### src/rtl/equalizer_i2s_tx_if.sv
// Sample-in / I2S-out bundle of the equalizer transmit stage.
// The producer side (sample strobe, enable, flag clear) is the master;
// the serialiser that drives the I2S pins and status is the slave.
interface equalizer_i2s_tx_if #(
  parameter int DATA_BITS  = 16,
  parameter int FIFO_DEPTH = 4
);
  localparam int LVL_W = $clog2(FIFO_DEPTH) + 1;

  logic                 tx_enable;
  logic                 sample_valid;
  logic [DATA_BITS-1:0] sample_in;
  logic                 clear_flags;
  logic                 i2s_bclk;
  logic                 i2s_lrclk;
  logic                 i2s_sdata;
  logic [LVL_W-1:0]     fifo_level;
  logic                 overflow;
  logic                 underrun;

  modport master (
    output tx_enable, sample_valid, sample_in, clear_flags,
    input  i2s_bclk, i2s_lrclk, i2s_sdata, fifo_level, overflow, underrun
  );

  modport slave (
    input  tx_enable, sample_valid, sample_in, clear_flags,
    output i2s_bclk, i2s_lrclk, i2s_sdata, fifo_level, overflow, underrun
  );
endinterface

### src/rtl/equalizer_i2s_tx.sv
// Equalizer output stage: a small sample FIFO feeding a Philips-I2S
// serialiser. Each mono sample is sent on both left and right channels.
// One frame is 4*DATA_BITS clk (bclk = clk/2, 2*DATA_BITS bclk per frame),
// so with 16-bit data one frame matches one equalizer sample period.
module equalizer_i2s_tx #(
  parameter int DATA_BITS  = 16,
  parameter int FIFO_DEPTH = 4
) (
  input logic               clk,
  input logic               rst,
  equalizer_i2s_tx_if.slave bus
);

  localparam int FRAME_CLKS = 4 * DATA_BITS;
  localparam int CNT_W      = $clog2(FRAME_CLKS);
  localparam int PTR_W      = $clog2(FIFO_DEPTH);
  localparam int LVL_W      = PTR_W + 1;
  localparam int SHIFT_W    = 2 * DATA_BITS;

  localparam logic [CNT_W-1:0] CNT_LAST  = CNT_W'(FRAME_CLKS - 1);
  // Shift register loads when the counter enters slot 1 (I2S one-bit delay).
  localparam logic [CNT_W-1:0] CNT_LOAD  = CNT_W'(2);
  // First clk of slot DATA_BITS, where lrclk switches to the right channel.
  localparam logic [CNT_W-1:0] CNT_RIGHT = CNT_W'(2 * DATA_BITS);
  localparam logic [LVL_W-1:0] LVL_FULL  = LVL_W'(FIFO_DEPTH);

  // Frame timing
  logic [CNT_W-1:0]     cnt;
  logic [CNT_W-1:0]     cnt_nxt;
  logic                 bclk_q;
  logic                 lrclk_q;
  logic [SHIFT_W-1:0]   shift_q;

  // FIFO
  logic [DATA_BITS-1:0] mem [FIFO_DEPTH];
  logic [PTR_W-1:0]     rd_ptr;
  logic [PTR_W-1:0]     wr_ptr;
  logic [LVL_W-1:0]     level;

  // Per-edge events
  logic                 load_evt;
  logic                 fifo_empty;
  logic                 fifo_full;
  logic                 pop;
  logic                 push;
  logic                 drop;
  logic [DATA_BITS-1:0] word;

  logic                 overflow_q;
  logic                 underrun_q;

  // Next counter value and the FIFO/serialiser events it triggers.
  always_comb begin
    // NOTE: every signal gets a default before any branch, so no path leaves
    // a value unassigned and no latch is inferred.
    cnt_nxt    = '0;
    fifo_empty = (level == '0);
    fifo_full  = (level == LVL_FULL);
    load_evt   = 1'b0;
    pop        = 1'b0;
    push       = 1'b0;
    drop       = 1'b0;
    word       = '0;

    if (bus.tx_enable) begin
      cnt_nxt = (cnt == CNT_LAST) ? '0 : cnt + CNT_W'(1);
    end

    load_evt = bus.tx_enable && (cnt_nxt == CNT_LOAD);
    pop      = load_evt && !fifo_empty;
    // A full FIFO can still accept a write on the edge that pops the head.
    push     = bus.sample_valid && (!fifo_full || pop);
    drop     = bus.sample_valid && fifo_full && !pop;

    // Empty at the load edge sends silence; a same-edge write is not bypassed.
    if (pop) begin
      word = mem[rd_ptr];
    end
  end

  // Frame counter plus registered bclk/lrclk derived from its next value.
  always_ff @(posedge clk or posedge rst) begin
    // NOTE: sequential state uses non-blocking assignments so every register
    // samples the pre-edge values regardless of statement order.
    if (rst) begin
      cnt     <= '0;
      bclk_q  <= 1'b0;
      lrclk_q <= 1'b0;
    end else begin
      cnt     <= cnt_nxt;
      bclk_q  <= cnt_nxt[0];
      lrclk_q <= (cnt_nxt >= CNT_RIGHT);
    end
  end

  // Output shift register: load {word, word} at slot 1, shift on each bclk fall.
  always_ff @(posedge clk or posedge rst) begin
    if (rst) begin
      shift_q <= '0;
    end else if (!bus.tx_enable) begin
      shift_q <= '0;
    end else if (load_evt) begin
      shift_q <= {word, word};
    end else if (!cnt_nxt[0]) begin
      shift_q <= {shift_q[SHIFT_W-2:0], 1'b0};
    end
  end

  // FIFO pointers and occupancy.
  always_ff @(posedge clk or posedge rst) begin
    if (rst) begin
      rd_ptr <= '0;
      wr_ptr <= '0;
      level  <= '0;
    end else begin
      if (pop) begin
        rd_ptr <= rd_ptr + PTR_W'(1);
      end
      if (push) begin
        wr_ptr <= wr_ptr + PTR_W'(1);
      end
      case ({push, pop})
        2'b10:   level <= level + LVL_W'(1);
        2'b01:   level <= level - LVL_W'(1);
        default: level <= level;
      endcase
    end
  end

  // FIFO storage write.
  always_ff @(posedge clk) begin
    // NOTE: the storage array has no reset; the pointers and level define
    // which entries are valid, so stale contents are never read.
    if (push) begin
      mem[wr_ptr] <= bus.sample_in;
    end
  end

  // Sticky flags: a new event on the same edge as clear_flags keeps the flag set.
  always_ff @(posedge clk or posedge rst) begin
    if (rst) begin
      overflow_q <= 1'b0;
      underrun_q <= 1'b0;
    end else begin
      if (drop) begin
        overflow_q <= 1'b1;
      end else if (bus.clear_flags) begin
        overflow_q <= 1'b0;
      end
      if (load_evt && fifo_empty) begin
        underrun_q <= 1'b1;
      end else if (bus.clear_flags) begin
        underrun_q <= 1'b0;
      end
    end
  end

  assign bus.i2s_bclk   = bclk_q;
  assign bus.i2s_lrclk  = lrclk_q;
  assign bus.i2s_sdata  = shift_q[SHIFT_W-1];
  assign bus.fifo_level = level;
  assign bus.overflow   = overflow_q;
  assign bus.underrun   = underrun_q;

endmodule

### src/flat_wrapper.sv
// flat-port wrapper written by rule: the top's interface ports become plain ports
module equalizer_i2s_tx_flat 
#(
  parameter int DATA_BITS  = 16,
  parameter int FIFO_DEPTH = 4
)
  (clk, rst, bus_tx_enable, bus_sample_valid, bus_sample_in, bus_clear_flags, bus_i2s_bclk, bus_i2s_lrclk, bus_i2s_sdata, bus_fifo_level, bus_overflow, bus_underrun);
  equalizer_i2s_tx_if #(.DATA_BITS(DATA_BITS), .FIFO_DEPTH(FIFO_DEPTH)) bus_i ();
  input logic clk;
  input logic rst;
  input wire logic [$bits(bus_i.tx_enable)-1:0] bus_tx_enable;
  input wire logic [$bits(bus_i.sample_valid)-1:0] bus_sample_valid;
  input wire logic [$bits(bus_i.sample_in)-1:0] bus_sample_in;
  input wire logic [$bits(bus_i.clear_flags)-1:0] bus_clear_flags;
  output wire logic [$bits(bus_i.i2s_bclk)-1:0] bus_i2s_bclk;
  output wire logic [$bits(bus_i.i2s_lrclk)-1:0] bus_i2s_lrclk;
  output wire logic [$bits(bus_i.i2s_sdata)-1:0] bus_i2s_sdata;
  output wire logic [$bits(bus_i.fifo_level)-1:0] bus_fifo_level;
  output wire logic [$bits(bus_i.overflow)-1:0] bus_overflow;
  output wire logic [$bits(bus_i.underrun)-1:0] bus_underrun;
  assign bus_i.tx_enable = bus_tx_enable;
  assign bus_i.sample_valid = bus_sample_valid;
  assign bus_i.sample_in = bus_sample_in;
  assign bus_i.clear_flags = bus_clear_flags;
  assign bus_i2s_bclk = bus_i.i2s_bclk;
  assign bus_i2s_lrclk = bus_i.i2s_lrclk;
  assign bus_i2s_sdata = bus_i.i2s_sdata;
  assign bus_fifo_level = bus_i.fifo_level;
  assign bus_overflow = bus_i.overflow;
  assign bus_underrun = bus_i.underrun;
  equalizer_i2s_tx #(.DATA_BITS(DATA_BITS), .FIFO_DEPTH(FIFO_DEPTH)) u_core (.clk(clk), .rst(rst), .bus(bus_i));
endmodule
### config.mk
export PLATFORM = sky130hd
export DESIGN_NAME = equalizer_i2s_tx_flat
export DESIGN_NICKNAME = d
export VERILOG_FILES = /design/src/rtl/equalizer_i2s_tx_if.sv /design/src/rtl/equalizer_i2s_tx.sv /design/src/flat_wrapper.sv
export SDC_FILE = /design/constraint.sdc
export NUM_CORES = 1
export LEC_CHECK = 0
export ABC_AREA = 1
export CORE_UTILIZATION = 59
export CTS_CLUSTER_DIAMETER = 200
export DETAILED_ROUTE_END_ITERATION = 16
export PLACE_DENSITY_LB_ADDON = 0.08
export SLEW_MARGIN = 20
export SYNTH_ARGS = -nofsm -noshare
export SYNTH_HDL_FRONTEND = slang
export SYNTH_SLANG_ARGS = --single-unit
### constraint.sdc
create_clock -name clk -period 3.38 [get_ports clk]
set_input_delay 0.676 -clock clk [delete_from_list [all_inputs] [get_ports clk]]
set_output_delay 0.676 -clock clk [all_outputs]
set_load 0.02 [all_outputs]
==> flow_metrics.tcl, run 1 <==
set metrics [dict create \
    required_ns 3.64 \
    area_delta_synth_final_pct 11.0 \
    power.leakage_nw 2.31 \
    setup_violations 0 \
    drive_gt1_frac 0.212 \
    worst_hold_startpoint "u_core.shift_q[31]" \
    min_path_type "reg2reg" \
    clk_pin_slew_ns 0.11 \
    postCtsResizedCells 0 \
    ctsLongestPathBuffers 2 \
    ys_seq_area_frac 0.612 \
    fin_ws_ns 0.726 \
    fin_crit_sh 0.785 \
    core_um2 8300 \
    rsz0062_at_grt "no" \
    avgSynthCellArea_um2 11.5 \
    yosysTopAreaCellShare 0.377 \
    async_flop_share 0.429 \
    drc 0 \
    p_clk_frac 0.207 \
    outcome "completed" \
    final.min_clock_period_ns 2.65 \
    grt_use_met2 0.329 \
    clk-insertion-delay-late_ns 0.38 \
    fp.dieH_um 95.0 \
    synthesis.nets 471 \
    synth_seq_cells 112 \
    synth_common_cells "nand2_1, edfxtp_1, dfrtp_1" \
    diodes 0 \
    pin_count 29 \
    vias_per_cell 5.46 \
    nNetsFinal 498 \
    postRouteWirelength_um 8940 \
    worst_pin_slew_ns 1.00 \
    ys_warn_count 0 \
    cts_made_buffers 9 \
    post_cts_buffers 0 \
    fill_cells 591 \
    relSlewSlack 0.330 \
    initial_core_util 0.615 \
    holdPathStages 2 \
    worstSetupEndpointType "flip-flop" \
    synth_edf_count 64 \
    netlist_area_um2 5100 \
    cp.arrival_ns 2.91 \
    die_w_um 95.0 \
    port_buffers 28 \
    synth_top_cell_by_area "edfxtp_1" \
    ys_types 35 \
    synthCells 444 \
    dpl.hpwl_um 5750 \
    seqPwrFrac 0.478 \
    post_dp_cell_area_um2 5460 \
    grt_pass1_vias 3058 \
    ys_top_cells_by_area "edfxtp_1, dfrtp_1, o211ai_2" \
    grt_pass1_wl_um 15200 \
    timing.rr.start "u_core.cnt[0]" \
    antenna_found_initial 0 \
    cts-hold-fix-buffers 0 \
    dr.pass1.iters 5 \
    cts_sinks 112 \
    start_kind "flip-flop" \
    synth.most_common_cell "nand2_1" \
    tns_ns 0 \
    final_max_slew_viol_count 0 \
    cts_tree "built" \
    drv_cap 0 \
    clock_skew_ns 0.0187 \
    globalplace.congestion 0.764 \
    p_switching_mw 1.46 \
    switching_share 0.377 \
    r2r_cells 12 \
    holdPathEnd "u_core.shift_q[31]" \
    met3_usage 0.0403 \
    crit_fanout 46 \
    crit_start "u_core.cnt[0]" \
    grt_max_degree 49 \
    wl_per_cell_um 15.4 \
    first_iter_violations 134 \
    grt-busiest-layer "met1" \
    use_met1 0.337 \
    ant_nets 0 \
    post-route-util 0.682 \
    ys.flop_type "edfxtp_1" \
    design_area_um2 5660 \
    ir_worst_vdd_uv 476 \
    htree_levels 3 \
    clk_root_buffer_cell "clkbuf_8" \
    p_int_mw 2.41 \
    fmax_mhz 377 \
    finalHoldViolCount 0 \
    num_vias 3170 \
    r2r-end "u_core.shift_q[5]" \
    power_density_nw_per_um2 683 \
    track_usage 0.223 \
    pre_cts_slack_ns 0.450 \
    row_count 33 \
    die_area_um2 9020 \
    comb_power_share 0.315 \
    rrSetupSlack_ns 0.73 \
    crit_type "reg2reg" \
    grt_overflow_total 0 \
]
[power by group through the flow]
stage	sequential, mW	clock [mW]	combinational (mW)
floorplan	1.87	0	0.863
detailed placement	1.88	0	1.22
finish	1.85	0.801	1.22
CTS	1.85	0.823	1.23
global placement	1.87	0	1.20
global route	1.88	0.864	1.39
[sequential cells by signal, summed over array words and instances, names as in the netlist]
signal,flops
u_core.shift_q,32
u_core.bus.overflow,1
u_core.rd_ptr,2
u_core.bus.i2s_lrclk,1
u_core.bus.fifo_level,3
u_core.bus.underrun,1
u_core.mem,64
u_core.cnt,6
u_core.wr_ptr,2
[critical path, cell delays in order, from the launching register on]
cell	delay, ns
dfrtp_1	0.49
ha_1	0.28
nand3_1	0.16
nand2_1	0.09
nand2_1	0.08
nand3_2	0.08
nor2_4	0.12
nand3_4	0.10
inv_4	0.07
buf_4	0.61
nand2_1	0.22
o211ai_2	0.13
nand2_1	0.07
[worst max path at each step]
stage	to	slack (ns)	depth (start not counted)
global placement	u_core.mem[1][12]	0.13	8
floorplan	u_core.mem[0][0]	0.81	10
CTS	u_core.shift_q[2]	0.71	12
global route	u_core.shift_q[2]	0.53	10
finish	u_core.shift_q[5]	0.73	12
detailed placement	u_core.shift_q[5]	0.45	10
[cell type report]
class / instances / area [um2] / area share
clock buffers: 9 / 124 / 0.0219
clock inverters: 7 / 82.6 / 0.0146
inverters: 31 / 120 / 0.0212
multi-input cells: 281 / 1730 / 0.305
flip-flops and latches: 112 / 3120 / 0.551
well taps: 105 / 131 / 0.0232
repair buffers: 36 / 353 / 0.0623
[per-layer routing]
| metal | wire length [um] | up-vias |
|---|---|---|
| met5 | 0 | - |
| met4 | 117 | 0 |
| met3 | 348 | 10 |
| met2 | 4070 | 64 |
| met1 | 4410 | 1518 |
| li1 | - | 1578 |
[cells by family (layout without fill, tap and decap cells)]
group | after synthesis | in the layout | share of synthesized area
and+or+nand+nor | 181 | 181 | 0.173
buffers and inverters | 51 | 83 | 0.0510
DFF | 112 | 112 | 0.612
adders and majority gates | 6 | 6 | 0.0162
AOI/OAI and AO/OA | 90 | 90 | 0.141
xor gates and xnor gates | 4 | 4 | 0.00687
[cells in the final DEF, fill, tap and decap left out, types with 2 or more instances in the layout]
master and instances:
o21ai_0 37, nand2_2 20, nand2_1 83, nor2_4 2, nand2_4 10, nand4_1 3
ha_1 5, clkinv_1 3, inv_8 4, clkbuf_8 9, nand3_2 3, clkdlybuf4s50_1 28
inv_1 25, dfrtp_1 48, o21ai_1 2, nand3_1 8, o22ai_1 17, nor2_2 4
buf_4 7, o211ai_2 30, nor3_1 2, o21ai_2 2, clkinv_8 2, edfxtp_1 64
clkinv_2 2, xor2_1 3, nor2_1 43
[through the flow]
| step | power [mW] | hold WS (ns) | instances |
|---|---|---|---|
| 3_3_place_gp | 3.07 | 0.465 | 565 |
| 5_1_grt | 4.12 | 0.540 | 581 |
| 3_5_place_dp | 3.10 | 0.478 | 565 |
| 6_report | 3.87 | 0.507 | 581 |
| 2_1_floorplan | 2.73 | 0.469 | 444 |
| 4_1_cts | 3.90 | 0.505 | 581 |
Note: power is estimated with default switching activity, not from simulation.
==> run 2: changes to the inputs <==
--- a/config.mk
+++ b/config.mk
@@ -6,7 +6,7 @@
 export NUM_CORES = 1
 export LEC_CHECK = 0
 export ABC_AREA = 1
-export CORE_UTILIZATION = 59
+export CORE_UTILIZATION = 54
 export CTS_CLUSTER_DIAMETER = 200
 export DETAILED_ROUTE_END_ITERATION = 16
 export PLACE_DENSITY_LB_ADDON = 0.08
==> constraint.sdc (replaced) <==
create_clock -name clk -period 2.35 [get_ports clk]
set_input_delay 0.47 -clock clk [delete_from_list [all_inputs] [get_ports clk]]
set_output_delay 0.47 -clock clk [all_outputs]
set_load 0.02 [all_outputs]
==> flow_metrics.tcl, run 2 (synthesis results as in run 1) <==
set metrics [dict create \
    track_usage 0.202 \
    vias_per_cell 5.32 \
    power_density_nw_per_um2 971 \
    p_clk_frac 0.197 \
    diodes 0 \
    row_count 35 \
    crit_type "reg2reg" \
    cp.arrival_ns 2.44 \
    num_vias 3209 \
    area_delta_synth_final_pct 13.6 \
    clk_pin_slew_ns 0.11 \
    core_um2 9200 \
    start_kind "flip-flop" \
    crit_fanout 3 \
    grt_max_degree 47 \
    final.min_clock_period_ns 2.18 \
    initial_core_util 0.555 \
    fin_crit_sh 0.929 \
    final_max_slew_viol_count 0 \
    postRouteWirelength_um 9330 \
    grt_pass1_vias 3206 \
    htree_levels 3 \
    top_register "u_core.mem" \
    cts_made_buffers 9 \
    timing.rr.start "u_core.cnt[0]" \
    rrSetupSlack_ns 0.17 \
    comb_power_share 0.339 \
    worstSetupEndpointType "flip-flop" \
    regArea_um2 3120 \
    cts_tree "built" \
    dpl.hpwl_um 6190 \
    dr.pass1.iters 4 \
    grt_pass1_wl_um 15500 \
    fp.dieH_um 99.2 \
    seqPwrFrac 0.464 \
    setup_violations 0 \
    p_switching_mw 2.10 \
    finalHoldViolCount 0 \
    die_w_um 99.2 \
    required_ns 2.61 \
    cts_sinks 112 \
    p_int_mw 3.52 \
    outcome "completed" \
    drc 0 \
    r2r-end "u_core.bus.fifo_level[2]" \
    cts-hold-fix-buffers 0 \
    largest_reg_flops 64 \
    clock_skew_ns 0.0186 \
    min_path_type "in2async" \
    pin_count 29 \
    multi_input_area_um2 1740 \
    rsz0062_at_grt "no" \
    nNetsFinal 514 \
    clk_root_buffer_cell "clkbuf_8" \
    first_iter_violations 151 \
    grt_overflow_total 0 \
    drv_cap 0 \
    antenna_found_initial 0 \
    globalplace.congestion 0.833 \
    fill_cells 709 \
    relSlewSlack 0.356 \
    r2r_cells 12 \
    worst_pin_slew_ns 0.965 \
    final_cell_mix "nand2_1, edfxtp_1, dfrtp_1" \
    largest_registers "u_core.mem (64), u_core.shift_q (32), u_core.cnt (6)" \
    ir_worst_vdd_uv 558 \
    power.leakage_nw 2.38 \
    final_common_cell "nand2_1" \
    port_buffers 28 \
    die_area_um2 9840 \
    switching_share 0.374 \
    drive_gt1_frac 0.238 \
    post-route-util 0.630 \
    hold_slack_ns 0.415 \
    wl_per_cell_um 15.5 \
    ctsLongestPathBuffers 2 \
    ant_nets 0 \
    fmax_mhz 458 \
    clk-insertion-delay-late_ns 0.37 \
]
-- run 2: cell count changes in the layout (fill, tap and decap cells not counted), sizes merged --
| cell | previous run | this run |
|---|---|---|
| buf | 8 | 23 |
| clkinv | 7 | 8 |
| inv | 31 | 30 |
| nor2 | 49 | 50 |
-- run 2: power groups by stage --
stage | sequential, mW | combinational, mW | clock (mW)
final | 2.61 | 1.91 | 1.11
after global placement | 2.65 | 1.86 | 0
after detailed placement | 2.66 | 1.90 | 0
after floorplan | 2.69 | 1.24 | 0
after global routing | 2.65 | 2.14 | 1.21
after CTS | 2.61 | 1.91 | 1.14
-- run 2: worst max-delay path by stage --
stage | from | endpoint | cells after the start
after CTS | u_core.cnt[1] | u_core.bus.fifo_level[2] | 12
after floorplan | u_core.cnt[0] | u_core.mem[0][0] | 10
final | u_core.cnt[0] | u_core.bus.fifo_level[2] | 12
after global routing | u_core.cnt[0] | u_core.bus.fifo_level[2] | 12
after global placement | bus_tx_enable | u_core.shift_q[15] | 7
after detailed placement | bus_tx_enable | u_core.shift_q[8] | 7
-- run 2: what timing repair did --
action / in CTS / in global routing
buffers inserted: 0 / 1
setup endpoints to repair: 0 / 32
gates resized for setup: 0 / 2
-- run 2: critical path: stages, from the launching register on --
cell and delay [ns]:
dfrtp_1 0.39, ha_2 0.21, nand3_1 0.14, nor2_1 0.15
nor2_2 0.08, and2_1 0.15, nor2_1 0.13, nand4_2 0.13
fa_2 0.37, inv_1 0.09, nand4_1 0.09, nand3_1 0.08
nand2_1 0.05
-- run 2: final cells by class --
class / instances / area share
clock buffers: 9 / 0.0214
clock inverters: 7 / 0.0132
inverters: 31 / 0.0205
multi-input cells: 282 / 0.300
flip-flops and latches: 112 / 0.539
well taps: 111 / 0.0240
repair buffers: 51 / 0.0825
-- run 2: metrics by stage --
step / setup TNS (ns) / power, mW / instances / area [um2] / worst slack (ns)
2_1_floorplan: -14.29 / 3.93 / 444 / 5100 / -0.223
3_5_place_dp: -3.73 / 4.56 / 585 / 5580 / -0.107
6_report: 0 / 5.63 / 603 / 5800 / 0.167
4_1_cts: 0 / 5.66 / 601 / 5780 / 0.0172
3_3_place_gp: -2.14 / 4.51 / 585 / 5580 / -0.0929
5_1_grt: 0 / 6.00 / 603 / 5800 / 0.00896
-- run 2: layer usage --
metal	up-vias	wire, um	global-route usage
met5	-	0	0
li1	1608	-	-
met3	2	262	0.0464
met2	51	4580	0.329
met1	1548	4460	0.281
met4	0	31	0.0396
==> RTL change 1 (settings of run 2) <==
`DATA_BITS` is set to 16 in 3 places; all go to 32.
--- a/src/rtl/equalizer_i2s_tx_if.sv
+++ b/src/rtl/equalizer_i2s_tx_if.sv
@@ -2,7 +2,7 @@
 // The producer side (sample strobe, enable, flag clear) is the master;
 // the serialiser that drives the I2S pins and status is the slave.
 interface equalizer_i2s_tx_if #(
-  parameter int DATA_BITS  = 16,
+  parameter int DATA_BITS  = 32,
   parameter int FIFO_DEPTH = 4
 );
   localparam int LVL_W = $clog2(FIFO_DEPTH) + 1;
--- a/src/rtl/equalizer_i2s_tx.sv
+++ b/src/rtl/equalizer_i2s_tx.sv
@@ -3,7 +3,7 @@
 // One frame is 4*DATA_BITS clk (bclk = clk/2, 2*DATA_BITS bclk per frame),
 // so with 16-bit data one frame matches one equalizer sample period.
 module equalizer_i2s_tx #(
-  parameter int DATA_BITS  = 16,
+  parameter int DATA_BITS  = 32,
   parameter int FIFO_DEPTH = 4
 ) (
   input logic               clk,
--- a/src/flat_wrapper.sv
+++ b/src/flat_wrapper.sv
@@ -1,7 +1,7 @@
 // flat-port wrapper written by rule: the top's interface ports become plain ports
 module equalizer_i2s_tx_flat 
 #(
-  parameter int DATA_BITS  = 16,
+  parameter int DATA_BITS  = 32,
   parameter int FIFO_DEPTH = 4
 )
   (clk, rst, bus_tx_enable, bus_sample_valid, bus_sample_in, bus_clear_flags, bus_i2s_bclk, bus_i2s_lrclk, bus_i2s_sdata, bus_fifo_level, bus_overflow, bus_underrun);
Ports: changed (resized bus_sample_in); port bits go from 29 to 45. No check against the original RTL was run, so the function may have changed too.
==> RTL change 1 against run 2 <==
Area after synthesis increased by 71%. Sequential share of layout area rose by 2.8 points. Core utilization increased by 2.4 points. Clock power rose to 3.0 times the old value. Total power rose by 100%. Worst setup slack better by 0.032 ns. Non-clock buffer count increased by 28. Sequential cell count rose by 97. Combinational power up 73%. Count of clock-buffer cells in the layout grew 27. Cell area is 79% higher. First-iteration DRC count rose to 2.6 times the old value. Routed wire length rose by 92%. Highest routed layer unchanged.
==> RTL change 1: results (changes against run 2) <==
* Clock Root Buffer: clkbuf_16 (was clkbuf_8)
* Fraction of registers with async set/reset at 38.8% (was 42.9%)
* Area of the multi-input gates at 2540 µm² (was 1740 µm²)
* TritonCTS Buffers at 22 (was 9)
* Filler Cell Count at 1187 (was 709)
* Met3 usage at 3.78% (was 4.64%)
* First-pass GRT wire length at 28.9 mm (was 15.5 mm)
* HPWL after DPL at 11.1 mm (was 6.19 mm)
* H-tree levels at 1 (was 3)
* Port bufs at 44 (was 28)
* R2R Setup Slk at 0.20 ns (was 0.17 ns)
* Setup Skew at 0.0240 ns (was 0.0186 ns)
* Worst-path fanout max at 4 (was 3)
* Vias in the first global route at 5710 (was 3206)
* Maximum vdd drop at 0.000694 V (was 0.000558 V)
* Share of layout cells above drive strength 1 at 14.6% (was 23.8%)
* CTS Sinks at 209 (was 112)
* Multi-Input Combinational at 518 (was 282)
* P_leak at 4.01 nW (was 2.38 nW)
* Post-synth top cells: nand2_1, nor2_1, edfxtp_1 (was nand2_1, edfxtp_1, dfrtp_1)
* Worst-Skew Late Latency at 0.51 ns (was 0.37 ns)
* Starting DRT DRC Count at 389 (was 151)
* Largest net degree at the start of global routing at 67 (was 47)
* Rel. slew slack at 58.9% (was 35.6%)
* WL met1 at 8.12 mm (was 4.46 mm)
* Plain + repair buffers at 79 (was 51)
* Buffering overhead at 8.23% (was 8.25%)
* Clock buf/inv share at 6.77% (was 3.45%)
* GP Congestion at 0.815 (was 0.833)
* Metal3 WL at 666 µm (was 262 µm)
* NetSw at 3.80 mW (was 2.10 mW)
* Post-Syn Nets at 844 (was 471)
* Fmax at 0.465 GHz (was 0.458 GHz)
* Vias/cell at 5.34 (was 5.32)
* Nets at 904 (was 514)
* Met2 wire length at 8.81 mm (was 4.58 mm)
* CLK BUF at 36 (was 9)
* Largest regs: u_core.mem x128, u_core.shift_q x64, u_core.cnt x7 (was u_core.mem x64, u_core.shift_q x32, u_core.cnt x6)
* Status: completed (unchanged)
* DR WL/cell at 16.4 µm (was 15.5 µm)
* Synth area leaders: edfxtp_1, dfrtp_1, nand2_1 (was edfxtp_1, dfrtp_1, o211ai_2)
* Worst slack at placement at -0.122 ns (was -0.107 ns)
* Global-route usage over all layers at 22.6% (was 20.2%)
* GR met1 Demand/Resource at 30.5% (was 28.1%)
* WHS at 0.368 ns (was 0.415 ns)
==> RTL change 1: logic make-up after synthesis <==
kind of cell / Yosys count / synth area share, %
AO/OA/AOI/OAI: 166 / 11.0
buffers and inverters: 74 / 4.10
AND/OR/NAND/NOR: 343 / 16.2
adder cells (fa/ha/maj): 6 / 0.949
flip-flops: 209 / 67.5
XOR/XNOR: 3 / 0.302
==> RTL change 1: stage by stage <==
stage	std cells	total power [mW]	instance area, µm²
global route	1093	12.1	10400
finish	1093	11.5	10400
CTS	1091	11.6	10300
detailed placement	1051	8.23	9630
floorplan	801	6.97	8750
global placement	1051	8.14	9630
==> RTL change 1: power groups by stage <==
stage / Clock (mW) / Sequential [mW] / Combinational [mW]
after floorplan: 0 / 4.88 / 2.09
after global placement: 0 / 4.90 / 3.24
after detailed placement: 0 / 4.92 / 3.31
after CTS: 3.38 / 4.86 / 3.32
after global routing: 3.52 / 4.91 / 3.68
final: 3.32 / 4.86 / 3.31
==> RTL change 2 (config.mk and constraints of run 2) <==
Made on the original files. Reset style: synchronous (`rst`), changed in 4 clocked blocks.
--- a/src/rtl/equalizer_i2s_tx.sv
+++ b/src/rtl/equalizer_i2s_tx.sv
@@ -79,7 +79,7 @@
   end
 
   // Frame counter plus registered bclk/lrclk derived from its next value.
-  always_ff @(posedge clk or posedge rst) begin
+  always_ff @(posedge clk) begin
     // NOTE: sequential state uses non-blocking assignments so every register
     // samples the pre-edge values regardless of statement order.
     if (rst) begin
@@ -94,7 +94,7 @@
   end
 
   // Output shift register: load {word, word} at slot 1, shift on each bclk fall.
-  always_ff @(posedge clk or posedge rst) begin
+  always_ff @(posedge clk) begin
     if (rst) begin
       shift_q <= '0;
     end else if (!bus.tx_enable) begin
@@ -107,7 +107,7 @@
   end
 
   // FIFO pointers and occupancy.
-  always_ff @(posedge clk or posedge rst) begin
+  always_ff @(posedge clk) begin
     if (rst) begin
       rd_ptr <= '0;
       wr_ptr <= '0;
@@ -137,7 +137,7 @@
   end
 
   // Sticky flags: a new event on the same edge as clear_flags keeps the flag set.
-  always_ff @(posedge clk or posedge rst) begin
+  always_ff @(posedge clk) begin
     if (rst) begin
       overflow_q <= 1'b0;
       underrun_q <= 1'b0;
Function: differs if rst is asserted again (counterexample within 4 cycles, from zero or initial values and one cycle with rst high); with rst held inactive, the same outputs for 10 cycles.
==> RTL change 2 against run 2 <==
Worst setup slack better by 0.066 ns. Non-clock buffer count down 3. Area after synthesis down 12%. Routed wire length down 7.5%. Critical path depth up 1. Sequential cell count up 2. Cell area down 3.6%. Global-route usage up 2.1 points. Highest routed layer unchanged.
Power is not compared: it rests on default switching activity, and its combinational part moved more than twofold at a synthesized area within 25%.
==> RTL change 2: results (changes against run 2) <==
* Status: completed (unchanged)
* HPWL after DPL at 5.37 mm (was 6.19 mm)
* Synth area leaders: edfxtp_1, dfxtp_1, a21oi_1 (was edfxtp_1, dfrtp_1, o211ai_2)
* Setup slack after layout at 0.233 ns (was 0.167 ns)
* Min-Delay Path Class: reg2reg (was in2async)
* Worst-Skew Late Latency at 0.52 ns (was 0.37 ns)
* Met2 Resource Use GR at 33.8% (was 32.9%)
* Share of layout cells above drive strength 1 at 13.4% (was 23.8%)
* CP arrival at 2.52 ns (was 2.44 ns)
* Worst slack at placement at -0.0877 ns (was -0.107 ns)
* Nets at 505 (was 514)
* Largest net degree at the start of global routing at 34 (was 47)
* Yosys reg bits at 114 (was 112)
* Post-Syn Nets at 462 (was 471)
* Sequential Area at 2920 µm² (was 3120 µm²)
* Clock Pin Slew Worst Setup and Hold Paths at 0.06 ns (was 0.11 ns)
* Post-DP Area at 4990 µm² (was 5580 µm²)
* Starting DRT DRC Count at 157 (was 151)
* Vias/cell at 5.44 (was 5.32)
* Met2 wire length at 4.04 mm (was 4.58 mm)
* First-pass GRT wire length at 14.4 mm (was 15.5 mm)
* CP peak stage delay at 0.41 ns (was 0.39 ns)
* Inverters at 25 (was 31)
* DR WL/cell at 14.6 µm (was 15.5 µm)
* WHS at 0.469 ns (was 0.415 ns)
* Fraction of registers with async set/reset at 0% (was 42.9%)
* Post-synth top cells: a21oi_1, nor2_1, edfxtp_1 (was nand2_1, edfxtp_1, dfrtp_1)
* Synth Area in XOR/XNOR at 0% (was 0.687%)
* GR met1 Demand/Resource at 30.1% (was 28.1%)
* H-tree levels at 4 (was 3)
* WL met1 at 4.11 mm (was 4.46 mm)
* Filler Cell Count at 570 (was 709)
* Adder-Cell Fraction of Synth Area at 1.83% (was 1.62%)
* CLK BUF at 17 (was 9)
* Die area at 8720 µm² (was 9840 µm²)
* Multi-Input Combinational at 272 (was 282)
* Buffering overhead at 8.15% (was 8.25%)
-- RTL change 2: cell count changes in the layout (fill, tap and decap cells not counted), moves of 17 or more --
cell	change
a21oi_1	+71
o22ai_1	-17
nand2_2	-17
nand2_1	-47
nor2_1	+19
dfxtp_1	+50
o211ai_2	-30
dfrtp_1	-48
-- RTL change 2: stage by stage --
| stage | instances | total power, mW |
|---|---|---|
| floorplan | 435 | 2.42 |
| global placement | 561 | 2.54 |
| detailed placement | 561 | 2.55 |
| CTS | 593 | 5.07 |
| global route | 593 | 5.21 |
| finish | 593 | 5.05 |
-- RTL change 2: path summary, 6_finish.rpt --
| path | from | endpoint | depth (start not counted) |
|---|---|---|---|
| worst min-delay path | u_core.bus.overflow | u_core.bus.overflow | 2 |
| worst min register to register | u_core.bus.overflow | u_core.bus.overflow | 2 |
| worst max register to register | u_core.cnt[1] | u_core.bus.fifo_level[2] | 13 |
| worst max-delay path | u_core.cnt[1] | u_core.bus.fifo_level[2] | 13 |
